`src/rtl/vga_pkg.sv`:
```
// Shared VGA/framebuffer constants and the arbiter state type.
package vga_pkg;

  localparam int unsigned SCREEN_X   = 320;
  localparam int unsigned SCREEN_Y   = 240;
  localparam int unsigned FB_DEPTH   = SCREEN_X * SCREEN_Y;
  localparam int unsigned COLOR_BITS = 3;
  localparam int unsigned ADDR_BITS  = 17;

  typedef enum logic [1:0] {
    IDLE,
    LECTURA,
    ESCRITURA,
    ESPERA
  } state_e;

endpackage

```
`src/rtl/calculo_direccion.sv`:
```
// Pixel position to linear framebuffer address, plus the active-region flag
// (combinational) and a one-cycle registered copy of that flag.
module calculo_direccion
  import vga_pkg::*;
#(
  parameter int unsigned ScreenX  = SCREEN_X,
  parameter int unsigned ScreenY  = SCREEN_Y,
  parameter int unsigned AddrBits = ADDR_BITS
) (
  input  logic                i_clock,
  input  logic                i_reset,
  input  logic [9:0]          i_pos_x,
  input  logic [9:0]          i_pos_y,
  output logic [AddrBits-1:0] o_addr,
  output logic                o_active,
  output logic                o_active_q
);

  logic r_active;

  // Exact for every active pixel; off-screen positions may wrap, but those reads are discarded.
  assign o_addr   = AddrBits'(i_pos_y) * AddrBits'(ScreenX) + AddrBits'(i_pos_x);
  assign o_active = (32'(i_pos_x) < ScreenX) && (32'(i_pos_y) < ScreenY);

  always_ff @(posedge i_clock) begin
    if (i_reset) begin
      r_active <= 1'b0;
    end else begin
      r_active <= o_active;
    end
  end

  assign o_active_q = r_active;

endmodule

```
`src/rtl/arbitro_framebuffer.sv`:
```
// Single-port framebuffer arbiter: the display read runs every cycle and
// processor writes take only inactive slots, at most one every two cycles.
module arbitro_framebuffer
  import vga_pkg::*;
#(
  parameter int unsigned ColorBits = COLOR_BITS,
  parameter int unsigned screenX   = SCREEN_X,
  parameter int unsigned screenY   = SCREEN_Y,
  parameter int unsigned AddrBits  = ADDR_BITS
) (
  input  logic                 clock,
  input  logic                 reset,
  input  logic [9:0]           posicionX,
  input  logic [9:0]           posicionY,
  output logic [ColorBits-1:0] readValueMemory,
  input  logic                 wrReq,
  input  logic [AddrBits-1:0]  wrAddr,
  input  logic [ColorBits-1:0] wrData,
  output logic                 wrAck,
  output logic                 wrError,
  output logic [15:0]          waitCount,
  output logic [AddrBits-1:0]  memAddr,
  output logic                 memWrEn,
  output logic [ColorBits-1:0] memWrData,
  input  logic [ColorBits-1:0] memRdData
);

  localparam int unsigned FbDepth = screenX * screenY;

  state_e                r_state;
  state_e                w_state_next;
  logic                  w_grant;
  logic                  w_wr_oob;

  logic [AddrBits-1:0]   w_disp_addr;
  logic                  w_active;
  logic                  w_active_q;
  logic                  r_active_d2;

  logic [AddrBits-1:0]   r_mem_addr;
  logic [AddrBits-1:0]   w_mem_addr_d;
  logic                  r_mem_wr_en;
  logic                  w_mem_wr_en_d;
  logic [ColorBits-1:0]  r_mem_wr_data;
  logic [ColorBits-1:0]  w_mem_wr_data_d;
  logic [ColorBits-1:0]  r_read_value;
  logic [ColorBits-1:0]  w_read_value_d;
  logic                  r_wr_ack;
  logic                  r_wr_error;
  logic                  w_wr_error_d;
  logic [15:0]           r_wait_count;
  logic [15:0]           w_wait_count_d;

  calculo_direccion #(
    .ScreenX  (screenX),
    .ScreenY  (screenY),
    .AddrBits (AddrBits)
  ) u_calculo_direccion (
    .i_clock    (clock),
    .i_reset    (reset),
    .i_pos_x    (posicionX),
    .i_pos_y    (posicionY),
    .o_addr     (w_disp_addr),
    .o_active   (w_active),
    .o_active_q (w_active_q)
  );

  assign w_wr_oob = 32'(wrAddr) >= FbDepth;

  // Outputs are registered together with the state, so they follow the next state.
  always_comb begin
    w_state_next = IDLE;
    w_grant      = 1'b0;
    unique case (r_state)
      ESCRITURA: w_state_next = ESPERA;
      IDLE, LECTURA, ESPERA: begin
        if (w_active) begin
          w_state_next = LECTURA;
        end else if (wrReq) begin
          w_state_next = ESCRITURA;
          w_grant      = 1'b1;
        end
      end
      default: w_state_next = IDLE;
    endcase
  end

  always_comb begin
    w_mem_addr_d    = w_disp_addr;
    w_mem_wr_en_d   = 1'b0;
    w_mem_wr_data_d = r_mem_wr_data;
    w_wr_error_d    = r_wr_error;
    w_wait_count_d  = r_wait_count;
    if (w_grant) begin
      w_mem_addr_d    = wrAddr;
      w_mem_wr_en_d   = ~w_wr_oob;
      w_mem_wr_data_d = wrData;
      w_wr_error_d    = r_wr_error | w_wr_oob;
      w_wait_count_d  = '0;
    end else if (wrReq && (r_state != ESCRITURA) && (r_wait_count != 16'hFFFF)) begin
      // The request still high during its own ack cycle is not waiting.
      w_wait_count_d = r_wait_count + 16'd1;
    end
  end

  assign w_read_value_d = r_active_d2 ? memRdData : '0;

  always_ff @(posedge clock) begin
    if (reset) begin
      r_state       <= IDLE;
      r_active_d2   <= 1'b0;
      r_mem_addr    <= '0;
      r_mem_wr_en   <= 1'b0;
      r_mem_wr_data <= '0;
      r_read_value  <= '0;
      r_wr_ack      <= 1'b0;
      r_wr_error    <= 1'b0;
      r_wait_count  <= '0;
    end else begin
      r_state       <= w_state_next;
      r_active_d2   <= w_active_q;
      r_mem_addr    <= w_mem_addr_d;
      r_mem_wr_en   <= w_mem_wr_en_d;
      r_mem_wr_data <= w_mem_wr_data_d;
      r_read_value  <= w_read_value_d;
      r_wr_ack      <= w_grant;
      r_wr_error    <= w_wr_error_d;
      r_wait_count  <= w_wait_count_d;
    end
  end

  assign memAddr         = r_mem_addr;
  assign memWrEn         = r_mem_wr_en;
  assign memWrData       = r_mem_wr_data;
  assign readValueMemory = r_read_value;
  assign wrAck           = r_wr_ack;
  assign wrError         = r_wr_error;
  assign waitCount       = r_wait_count;

endmodule

```
`config.mk`:
```
export PLATFORM = sky130hd
export DESIGN_NAME = arbitro_framebuffer
export DESIGN_NICKNAME = d
export VERILOG_FILES = /design/src/rtl/vga_pkg.sv /design/src/rtl/calculo_direccion.sv /design/src/rtl/arbitro_framebuffer.sv
export SDC_FILE = /design/constraint.sdc
export NUM_CORES = 1
export LEC_CHECK = 0
export CAP_MARGIN = 20
export CORE_MARGIN = 1
export CORE_UTILIZATION = 43
export DETAILED_ROUTE_END_ITERATION = 10
export DONT_BUFFER_PORTS = 1
export GPL_TIMING_DRIVEN = 0
export PLACE_DENSITY = 0.68
export SLEW_MARGIN = 20
export SYNTH_ARGS = -nofsm -noshare
export SYNTH_HDL_FRONTEND = slang
export SYNTH_SLANG_ARGS = --single-unit
```
`constraint.sdc`:
```
create_clock -name clock -period 5.6 [get_ports clock]
set_input_delay 1.12 -clock clock [delete_from_list [all_inputs] [get_ports clock]]
set_output_delay 1.12 -clock clock [all_outputs]
set_load 0.03 [all_outputs]
```
# Word-level counts from Yosys, hierarchy flattened
# Cells that the tools add are included.
[classes] reduce_logical=8 n_addsub=2 order_cmp=3 n_mux=7 eq_ne=5 n_mul=1 bitwise=4
[ops] cell="adder 17 x 10 -> 17 bit" n=1
[ops] cell=">= comparator 17 bit (second input constant)" n=1
[ops] cell="two-way mux 17 bit" n=1
[ops] cell="adder 16 x 1 -> 16 bit (second input constant)" n=1
[ops] cell="!= test 16 bit (second input constant)" n=1
[ops] cell="multiplier 10 x 3 -> 11 bit (second input constant)" n=1
[ops] cell="less-than comparator 10 x 8 -> 1 bit (second input constant)" n=1
[ops] cell="less-than comparator 10 x 9 -> 1 bit (second input constant)" n=1
[ops] cell="OR reduction 2 bit" n=3
[ops] cell="== test 2 bit (second input constant)" n=2
[ops] cell="two-way mux 2 bit" n=2
[ops] cell="one-hot mux 2 bit (2 select lines)" n=1
[ops] cell="logical AND 1 bit" n=3
[ops] cell="two-way mux 1 bit" n=3
[ops] cell="inverter 1 bit" n=3
[ops] cell="OR reduction 3 bit" n=1
[ops] cell="== test 2 x 1 -> 1 bit (second input constant)" n=1
[ops] cell="logical NOT 2 bit" n=1
[ops] cell="!= test 2 bit (second input constant)" n=1
[ops] cell="OR 1 bit" n=1
[totals] register_bits=46 inputBits=46 elab_cells=40 out_inout_bits=42

# Depth between registers and ports, before layout
# Gate-level depths: netlist of the first run.
[logic_depth] word_depth=6 mapped_depth=10 mapped_depth_nobuf=10

# Hierarchy
# A second synthesis of the first run with hierarchy kept.
[unflattened] cells_unflattened=306 hier_area_um2=2597.5
[modules_own_cells] mod="arbitro_framebuffer" seq_area_each_um2=900.9 area_per_inst_um2=1875.5 cells_each=223 instances=1
[modules_own_cells] mod="calculo_direccion" seq_area_each_um2=20.0 area_per_inst_um2=721.9 cells_each=83 instances=1

# Worst setup path after synthesis of the first run
# Ideal clock, no wire load.
[synth_timing] kind="input-to-reg" start="input posicionY[1]" end="register r_mem_addr[16] (netlist: memAddr[16])" n_path_buf=0 arrival_time_ns=3.064 required_time_ns=5.469 setup_slack_ns=2.405 setup_ns=0.131 stages=10 cell_sequence="ha_1 ha_1 fa_1 nand3_1 and2_1 a31oi_1 a211oi_2 xnor2_1 xnor2_1 o21ai_0"
[synth_between] elab_chain_len=5 word_cells_on_any_way=7 cone_classes="1 x add/sub; 1 x mul; 1 x order compare; 3 x mux; 1 x reduce/logical"
[synth_lines] item="start: declaration" line="arbitro_framebuffer.sv:14" rtl="input logic [9:0] posicionY,"
[synth_lines] item="parallel branches: the longest is 4 deep, another holds adder 17 x 10 -> 17 bit"
[synth_lines] item="two-way mux 17 bit (*)" line="arbitro_framebuffer.sv:94" rtl="if (w_grant) begin"
[synth_lines] item="end signal: assignment" line="arbitro_framebuffer.sv:122" rtl="r_mem_addr <= w_mem_addr_d;"
[synth_lines] item="end: declaration" line="arbitro_framebuffer.sv:40" rtl="logic [AddrBits-1:0] r_mem_addr;"
# Mark *: on every way between the ends.
# A chain may end at the register's enable or synchronous reset.

# Worst setup path after layout of the first run
[layout_timing] start="input posicionY[7]" end="register r_mem_addr[16] (netlist: memAddr[16])"
# The elaborated chain is that of the path after synthesis.

==> impl_metrics.tcl, run 1 <==
set metrics [dict create \
    finalWeightedCongestion 0.8396 \
    crit_slowest_cell "a2111oi_0" \
    io_buffers 0 \
    setup_violations 0 \
    regArea_um2 920.9 \
    post_cts_resized 0 \
    coreArea_um2 5270 \
    ys_types 46 \
    path_cells "ha_1 > ha_1 > nor4b_1 > a2111oi_0 > o311a_1 > a211oi_2 > xnor2_1 > xnor2_1 > o21ai_0" \
    drive_above_1_share 0.06343 \
    min_period_ns 3.101 \
    route.detailed.drc 0 \
    p_leak_nw 1.009 \
    worst_slew_pin_slew_ns 0.5457 \
    power_density_nw_per_um2 281.3 \
    path_buf_inv 0 \
    maxCapViolations 0 \
    fmax_mhz 322.5 \
    synth_edf_count 0 \
    finalPower_w 0.0007293 \
    ir_drop_mv 0.09664 \
    hold_slack_ns 0.4427 \
    relSlewSlack 0.6268 \
    cts_tree "done" \
    grt-ovfl-total 0 \
    critPathKind "in2reg" \
    die_h_um 77.15 \
    syn_inst 261 \
    hp-class "reg2reg" \
    grt_max_degree 13 \
    synth_top_flop_cell "dfxtp_1" \
    setup_ws_ns 2.499 \
    finalMaxSlewViolations 0 \
    diodes 0 \
    cts_buffer_depth 2 \
    hold_buffers 0 \
    place_hpwl_um 3998 \
    cp_max_fo 7 \
    fillers 521 \
    fin_setup_tns_ns 0 \
    area_growth_pct 6.749 \
    cts-root-buf "clkbuf_8" \
    crit_arrival_ns 3.27 \
    async_reset_ff_frac 0 \
    grt_pass1_wl_um 8286 \
    startpoint_type "primary input" \
    avgSynthCellArea_um2 9.305 \
    crit_required_ns 5.77 \
    grt_pass1_vias 1800 \
    netlist_area_um2 2429 \
    nets 336 \
    initial_core_util 0.4608 \
    crit_family "compound AO/OA/AOI/OAI gates" \
    multi_input_area_um2 1438 \
    htree_num_levels 2 \
    clock_sinks 46 \
    die-area_um2 5952 \
    vias_per_cell 5.411 \
    io_pins 88 \
    setup.worst_path.end_class "register" \
    yosysWarnings 0 \
    routedWlPerCell_um 14.89 \
    post_cts_buffers 0 \
    vias 1829 \
    dr.first_iter.drc_count 39 \
    rsz0062_at_grt "false" \
    final_hold_viol_count 0 \
    cp_slowest_stage_delay_ns 0.51 \
    synth-seq-cells 46 \
    num_rows 26 \
    clk-insertion-delay-late_ns 0.29 \
    ant_nets 0 \
    firstDrtPassIters 4 \
    timing.final.crit_share 0.5537 \
    yosysSeqAreaShare 0.3792 \
    die_w_um 77.15 \
    clock_skew_ns 0.003411 \
    drt-total-wl_um 5033 \
    cts_made_buffers 5 \
    clkTransAtPathRegs_ns 0.08 \
    grt_usage 0.1731 \
    dp_slack_ns 2.199 \
    grt_antenna_before_repair 0 \
    status "completed" \
    syn-num-nets 329 \
]
==> cell type report <==
class / count / area share
Buffer: 10 / 0.01689
Clock buffer: 7 / 0.02944
Inverter: 7 / 0.01014
Multi-Input combinational cell: 198 / 0.5545
Sequential cell: 46 / 0.3552
Tap cell: 70 / 0.03378
==> routing by layer <==
metal  up-vias  GRT usage  routed length, um
met2        70     0.2894               2258
met1       813     0.2115               2288
met3         9    0.04643                395
met5         -          0                  0
met4         0    0.06226                 91
li1        937          -                  -
==> report_power, final <==
part / switching, W / internal, W
clock network: 0.0000993 / 0.0000859
logic: 0.0000790 / 0.0000658
registers: 0.0000505 / 0.000349
total: 0.000229 / 0.000500
==> cells in the final DEF, fill, tap and decap left out, types with 3 or more instances in the layout <==
master,netlist,final
a22o_1,11,11
xor2_1,13,13
nor2_1,27,27
a21oi_1,7,7
o21ai_0,8,8
clkbuf_1,7,9
nor2b_1,10,10
ha_1,20,20
nor3_1,3,3
and2_1,7,7
nand3_1,10,10
inv_1,7,7
clkbuf_8,0,5
nand2_1,21,21
xnor2_1,14,14
dfxtp_1,46,46
nand4_1,6,6
a21o_1,4,4
==> Yosys cell counts (2+ instances only) <==
master     number  area (um2)
a21o_1          4       30.03
nand2_1        21       78.83
nor3_1          3       15.01
nor2_1         27       101.4
inv_1           7       26.28
clkbuf_1        7       26.28
nor4b_1         2       17.52
nor3b_1         2       15.01
nand4_1         6       37.54
and3_1          2       12.51
or2_2           2       12.51
dfxtp_1        46       920.9
xor2_1         13       113.9
nor4_1          2       12.51
nand3_1        10       50.05
nor2b_1        10       62.56
a2111oi_0       2       17.52
o311a_1         2       20.02
a22o_1         11       96.34
and2_1          7       43.79
and4_4          2       22.52
xnor2_1        14       122.6
a21oi_1         7       35.03
fa_1            2       40.04
ha_1           20       250.2
o21ai_0         8       40.04
o21a_1          2       15.01
o31ai_1         2       15.01
==> flip-flops by register name, indices dropped and copies added, names as in the netlist <==
| signal | cells |
|---|---|
| memAddr | 17 |
| wrError | 1 |
| r_active_d2 | 1 |
| wrAck | 1 |
| memWrEn | 1 |
| waitCount | 16 |
| u_calculo_direccion.o_active_q | 1 |
| r_state | 2 |
| readValueMemory | 3 |
| memWrData | 3 |
==> path summary, 6_finish.rpt <==
kind	start	end	slack, ns	depth (start not counted)
worst max-delay path	posicionY[7]	memAddr[16]	2.50	9
worst max register to register	waitCount[6]	waitCount[15]	3.33	8
worst min-delay path	u_calculo_direccion.o_active_q	r_active_d2	0.44	1
worst min register to register	u_calculo_direccion.o_active_q	r_active_d2	0.44	1
==> stage by stage <==
step / cells / utilization / instance area [um2]
global placement: 331 / 0.4774 / 2516
CTS: 338 / 0.4919 / 2592
finish: 338 / 0.4919 / 2592
global route: 338 / 0.4919 / 2592
detailed placement: 331 / 0.4774 / 2516
floorplan: 261 / - / 2429
==> kinds of logic (layout without fill, tap and decap cells) <==
group | Yosys count | in the layout | synth area share
buffers and inverters | 17 | 24 | 0.02885
flip-flops | 46 | 46 | 0.3792
AND/OR/NAND/NOR | 102 | 102 | 0.2215
adder cells (fa/ha/maj) | 22 | 22 | 0.1195
AO/OA/AOI/OAI | 46 | 46 | 0.1494
XOR/XNOR | 27 | 27 | 0.09737
multiplexers | 1 | 1 | 0.004122
Note: power is estimated with default switching activity, not from simulation.
==> inputs of run 2 (changes only) <==
Settings changed: PLACE_DENSITY 0.68 to 0.7.
Clock period 5.6 ns to 2.8 ns, I/O delays scaled along.
==> run 2 against run 1 <==
Effect of this change: worst hold slack worse by 0.075 ns; clock power up 120%; routed wire length increased by 2.2%; combinational power rose by 100%; cell area up 0.58%; worst setup slack worse by 2.2 ns; sequential power increased by 100%; core utilization up 0.28 points; count of clock-buffer cells in the layout unchanged; sequential share of layout area shrank 0.20 points; clock skew up 0.0017 ns; largest power group unchanged; highest routed layer unchanged.
==> impl_metrics.tcl, run 2 (synthesized netlist as in run 1, its figures left out) <==
set metrics [dict create \
    status "completed" \
    timing.final.crit_share 0.8931 \
    r2r_end "waitCount[15]" \
    mostFrequentLayoutCell "dfxtp_1" \
    initial_core_util 0.4608 \
    cts-root-buf "clkbuf_8" \
    die_h_um 77.15 \
    min_path_cells 2 \
    comb_power_share 0.194 \
    place_area_um2 2516 \
    crit_required_ns 2.96 \
    grt_pass1_vias 1787 \
    vias 1861 \
    die_w_um 77.15 \
    r2r_slack_ns 0.54 \
    io_buffers 0 \
    final_hold_viol_count 0 \
    grt_max_degree 14 \
    grt_usage 0.1752 \
    crit_arrival_ns 2.67 \
    crit_slowest_cell "fa_1" \
    setup_violations 0 \
    diodes 0 \
    hp-class "in2reg" \
    routedWlPerCell_um 15.18 \
    worst_slew_pin_slew_ns 0.5644 \
    fmax_mhz 399.9 \
    drt-total-wl_um 5145 \
    clkTransAtPathRegs_ns 0.08 \
    hp-start "wrAddr[11]" \
    coreArea_um2 5270 \
    relSlewSlack 0.6230 \
    maxCapViolations 0 \
    power_density_nw_per_um2 574.3 \
    grt-ovfl-total 0 \
    die-area_um2 5952 \
    stdcell_area_um2 2608 \
    cp_max_fo 4 \
    num_rows 26 \
    clk-insertion-delay-late_ns 0.29 \
    min_period_ns 2.501 \
    startpoint_type "primary input" \
    cts_tree "done" \
    ant_nets 0 \
    r2r-start "waitCount[6]" \
    finalMaxSlewViolations 0 \
    firstDrtPassIters 4 \
    route.detailed.drc 0 \
    post_cts_buffers 0 \
    place_hpwl_um 4083 \
    htree_num_levels 2 \
    largest_reg_flops 17 \
    dp_slack_ns -0.01183 \
    p_clk_frac 0.272 \
    cp_slowest_stage_delay_ns 0.43 \
    grt_antenna_before_repair 0 \
    ir_drop_mv 0.2891 \
    ff2ff_path_depth 8 \
    internal-power_w 0.001028 \
    area_growth_pct 7.367 \
    clock_sinks 46 \
    post_cts_resized 0 \
    place_inst 331 \
    layoutNonFillerInstCount 339 \
    setup.worst_path.end_class "register" \
    finalWeightedCongestion 0.8363 \
    seqPwrFrac 0.533 \
    cts_made_buffers 5 \
    most-common-layout-cells "dfxtp_1 (46), nor2_1 (27), nand2_1 (21), ha_1 (20), xnor2_1 (14)" \
    io_pins 88 \
    dr.first_iter.drc_count 47 \
    grt_pass1_wl_um 8286 \
    cts_buffer_depth 2 \
    path_cells "ha_1 > ha_1 > fa_1 > nand3_1 > and2_1 > a31oi_1 > a211oi_2 > xnor2_1 > xnor2_1 > o21ai_0" \
    p_leak_nw 1.019 \
    holdPathEnd "memAddr[11]" \
    critPathKind "in2reg" \
    hold_buffers 0 \
    vias_per_cell 5.490 \
    fillers 541 \
    rsz0062_at_grt "false" \
    p_switching_w 0.0004690 \
    setup_ws_ns 0.2992 \
    drive_above_1_share 0.07063 \
    nets 336 \
    clock_skew_ns 0.005160 \
    p_sw_frac 0.3132 \
]
==> run 2: cell types whose count changed in the layout (fill, tap and decap cells not counted) <==
cell and change:
clkbuf_1 -1, clkbuf_8 +1, clkinv_2 +1
==> run 2: area by class of cell <==
type / instances / area [um2] / share of cell area
Sequential cell: 46 / 920.9 / 0.3532
Inverter: 7 / 26.28 / 0.01008
Clock buffer: 7 / 86.33 / 0.03311
Multi-Input combinational cell: 198 / 1438 / 0.5513
Tap cell: 70 / 87.58 / 0.03359
Buffer: 10 / 43.79 / 0.01679
Clock inverter: 1 / 5.005 / 0.001919
==> run 2: worst max-delay path: cells and delay by family <==
kind | cells | cell delay (ns)
and+or+nand+nor | 2 | 0.40
adders and majority gates | 3 | 0.95
xor gates and xnor gates | 2 | 0.29
AOI/OAI and AO/OA | 3 | 0.48
==> run 2: stage by stage <==
step	TNS (ns)	util	total power, W	hold slack [ns]
finish	0	0.4948	0.001497	0.3675
global route	0	0.4948	0.001575	0.3591
CTS	0	0.4948	0.001514	0.3622
floorplan	0	-	0.001046	0.4138
detailed placement	-0.01183	0.4774	0.001106	0.4524
global placement	0	0.4774	0.001099	0.4159
==> run 2: worst max-delay path by stage <==
stage / slack [ns] / depth (start not counted) / from / to
floorplan: 0.17 / 10 / posicionY[1] / memAddr[16]
global placement: 0.004 / 10 / posicionY[1] / memAddr[16]
detailed placement: -0.01 / 10 / posicionY[1] / memAddr[16]
CTS: 0.29 / 10 / posicionY[1] / memAddr[16]
global route: 0.15 / 10 / posicionY[1] / memAddr[16]
finish: 0.30 / 10 / posicionY[1] / memAddr[16]
==> run 2: per-layer routing <==
layer	share of wire	global-route usage	up-vias
met4	0.015	0.07358	0
met2	0.50	0.3115	61
met5	0	0	-
met3	0.056	0.04524	4
met1	0.43	0.1956	857
li1	-	-	939
==> run 2: power by group through the flow <==
stage	combinational, W	sequential (W)	clock (W)
finish	0.000291	0.000799	0.000408
global route	0.000331	0.000802	0.000442
CTS	0.000293	0.000800	0.000422
detailed placement	0.000291	0.000816	0
global placement	0.000285	0.000815	0
floorplan	0.000239	0.000807	0
==> inputs of run 3 (changes only) <==
Settings changed: SETUP_SLACK_MARGIN set to 0.5.
==> run 3 against run 2 <==
Effect of this change: fmax rose by 8.0%; clock skew increased by 0.00095 ns; cell count is the same; die area stayed put; sequential cell count unchanged; via count fell by 0.11%; first-iteration DRC count shrank 17%; cell area increased by 7.6%; largest power group unchanged; routed wire length up 1.5%; core utilization increased by 3.8 points.
==> impl_metrics.tcl, run 3 (synthesized netlist as in run 1, its figures left out) <==
set metrics [dict create \
    drive_above_1_share 0.1710 \
    die_w_um 77.15 \
    seqPwrFrac 0.486 \
    wl_met1_um 2258 \
    dr.first_iter.drc_count 39 \
    diodes 0 \
    io_buffers 0 \
    relSlewSlack 0.6425 \
    status "completed" \
    min_period_ns 2.316 \
    crit_arrival_ns 2.48 \
    cts_made_buffers 5 \
    hp-class "in2reg" \
    cts-root-buf "clkbuf_8" \
    place_inst 331 \
    path_cells "ha_4 > ha_4 > fa_2 > nand3_4 > a2111oi_2 > a31oi_1 > a211oi_2 > xnor2_1 > xnor2_1 > o21ai_1" \
    finalWeightedCongestion 0.7917 \
    vias 1859 \
    dp_slack_ns 0.09792 \
    layoutNonFillerInstCount 339 \
    htree_num_levels 2 \
    power_density_nw_per_um2 585.9 \
    die_h_um 77.15 \
    num_rows 26 \
    initial_core_util 0.4608 \
    fmax_mhz 431.7 \
    maxCapViolations 0 \
    grt_antenna_before_repair 0 \
    io_pins 88 \
    clkTransAtPathRegs_ns 0.08 \
    fillers 499 \
    crit_family "compound AO/OA/AOI/OAI gates" \
    setup_ws_ns 0.4836 \
    firstDrtPassIters 4 \
    drt-total-wl_um 5221 \
    critPathKind "in2reg" \
    hold_buffers 0 \
    route.detailed.drc 0 \
    most-common-layout-cells "dfxtp_1 (40), nor2_1 (27), nand2_1 (21), xnor2_1 (14)" \
    crit_required_ns 2.97 \
    setup.worst_path.end_class "register" \
    ir_drop_mv 0.2955 \
    comb_power_share 0.213 \
    die-area_um2 5952 \
    grt_max_degree 14 \
    rsz0062_at_grt "true" \
    cts_buffer_depth 2 \
    largest_reg_flops 17 \
    final_hold_viol_count 0 \
    grt_usage 0.1777 \
    grt_pass1_vias 1742 \
    nets 337 \
    grt_pass1_wl_um 8342 \
    p_switching_w 0.0004896 \
    crit_slowest_cell "a2111oi_2" \
    routed.top_layer "met4" \
    cp_max_fo 4 \
    worst_slew_pin_slew_ns 0.5352 \
    coreArea_um2 5270 \
    cp_slowest_stage_delay_ns 0.37 \
    met2_length_um 2552 \
    clock_sinks 46 \
    hold_slack_ns 0.3729 \
    cts_tree "done" \
    vias_per_cell 5.484 \
    clock_skew_ns 0.006111 \
    mostFrequentLayoutCell "dfxtp_1" \
    area_growth_pct 15.51 \
    route.met3.wl_um 334 \
    timing.final.crit_share 0.8273 \
    grt-ovfl-total 0 \
    place_hpwl_um 3984 \
    ant_nets 0 \
    p_clk_frac 0.301 \
    setup_violations 0 \
    internal-power_w 0.001154 \
    clk-insertion-delay-late_ns 0.29 \
    finalMaxSlewViolations 0 \
    startpoint_type "primary input" \
    p_sw_frac 0.2979 \
    p_leak_nw 1.054 \
    fin_setup_tns_ns 0 \
    routedWlPerCell_um 15.40 \
    path_buf_inv 0 \
]
[run 3: final timing paths]
path | depth (start not counted) | to | startpoint | slack, ns
max | 10 | memAddr[16] | posicionY[3] | 0.48
min | 2 | memAddr[11] | wrAddr[11] | 0.37
max reg2reg | 8 | waitCount[15] | waitCount[8] | 0.60
min reg2reg | 1 | r_active_d2 | u_calculo_direccion.o_active_q | 0.44
[run 3: area by class of cell]
class	instances	area (um2)	area share
sequential	46	928.4	0.3310
inverter	7	26.28	0.009367
clock buffer	6	82.58	0.02944
buffer	10	43.79	0.01561
timing repair buffer	1	7.507	0.002676
tap	70	87.58	0.03122
clock inverter	1	30.03	0.01070
multi-input combinational	198	1599	0.5700
[run 3: what timing repair did]
action	CTS	global route
hold endpoints to repair	0	0
setup endpoints to repair	1	8
resized for setup	6	11
gates cloned	0	0
pin swaps	6	4
buffers inserted	1	0
[run 3: per-stage QoR]
step | util | area (um2) | total power (W)
after floorplan | - | 2519 | 0.001071
after global placement | 0.4945 | 2606 | 0.001127
after detailed placement | 0.4945 | 2606 | 0.001132
after CTS | 0.5249 | 2766 | 0.001641
after global routing | 0.5323 | 2805 | 0.001726
final | 0.5323 | 2805 | 0.001643
[run 3: power by group through the flow]
stage	logic (W)	registers (W)	clock network [W]
after floorplan	0.000264	0.000807	0
after global placement	0.000312	0.000814	0
after detailed placement	0.000317	0.000815	0
after CTS	0.000338	0.000799	0.000504
after global routing	0.000391	0.000802	0.000533
final	0.000351	0.000798	0.000494
[run 3: per-layer routing]
layer,vias up,global-route usage
met5,-,0
met4,0,0.06792
met3,5,0.05000
met2,58,0.3009
met1,857,0.2111
li1,939,-
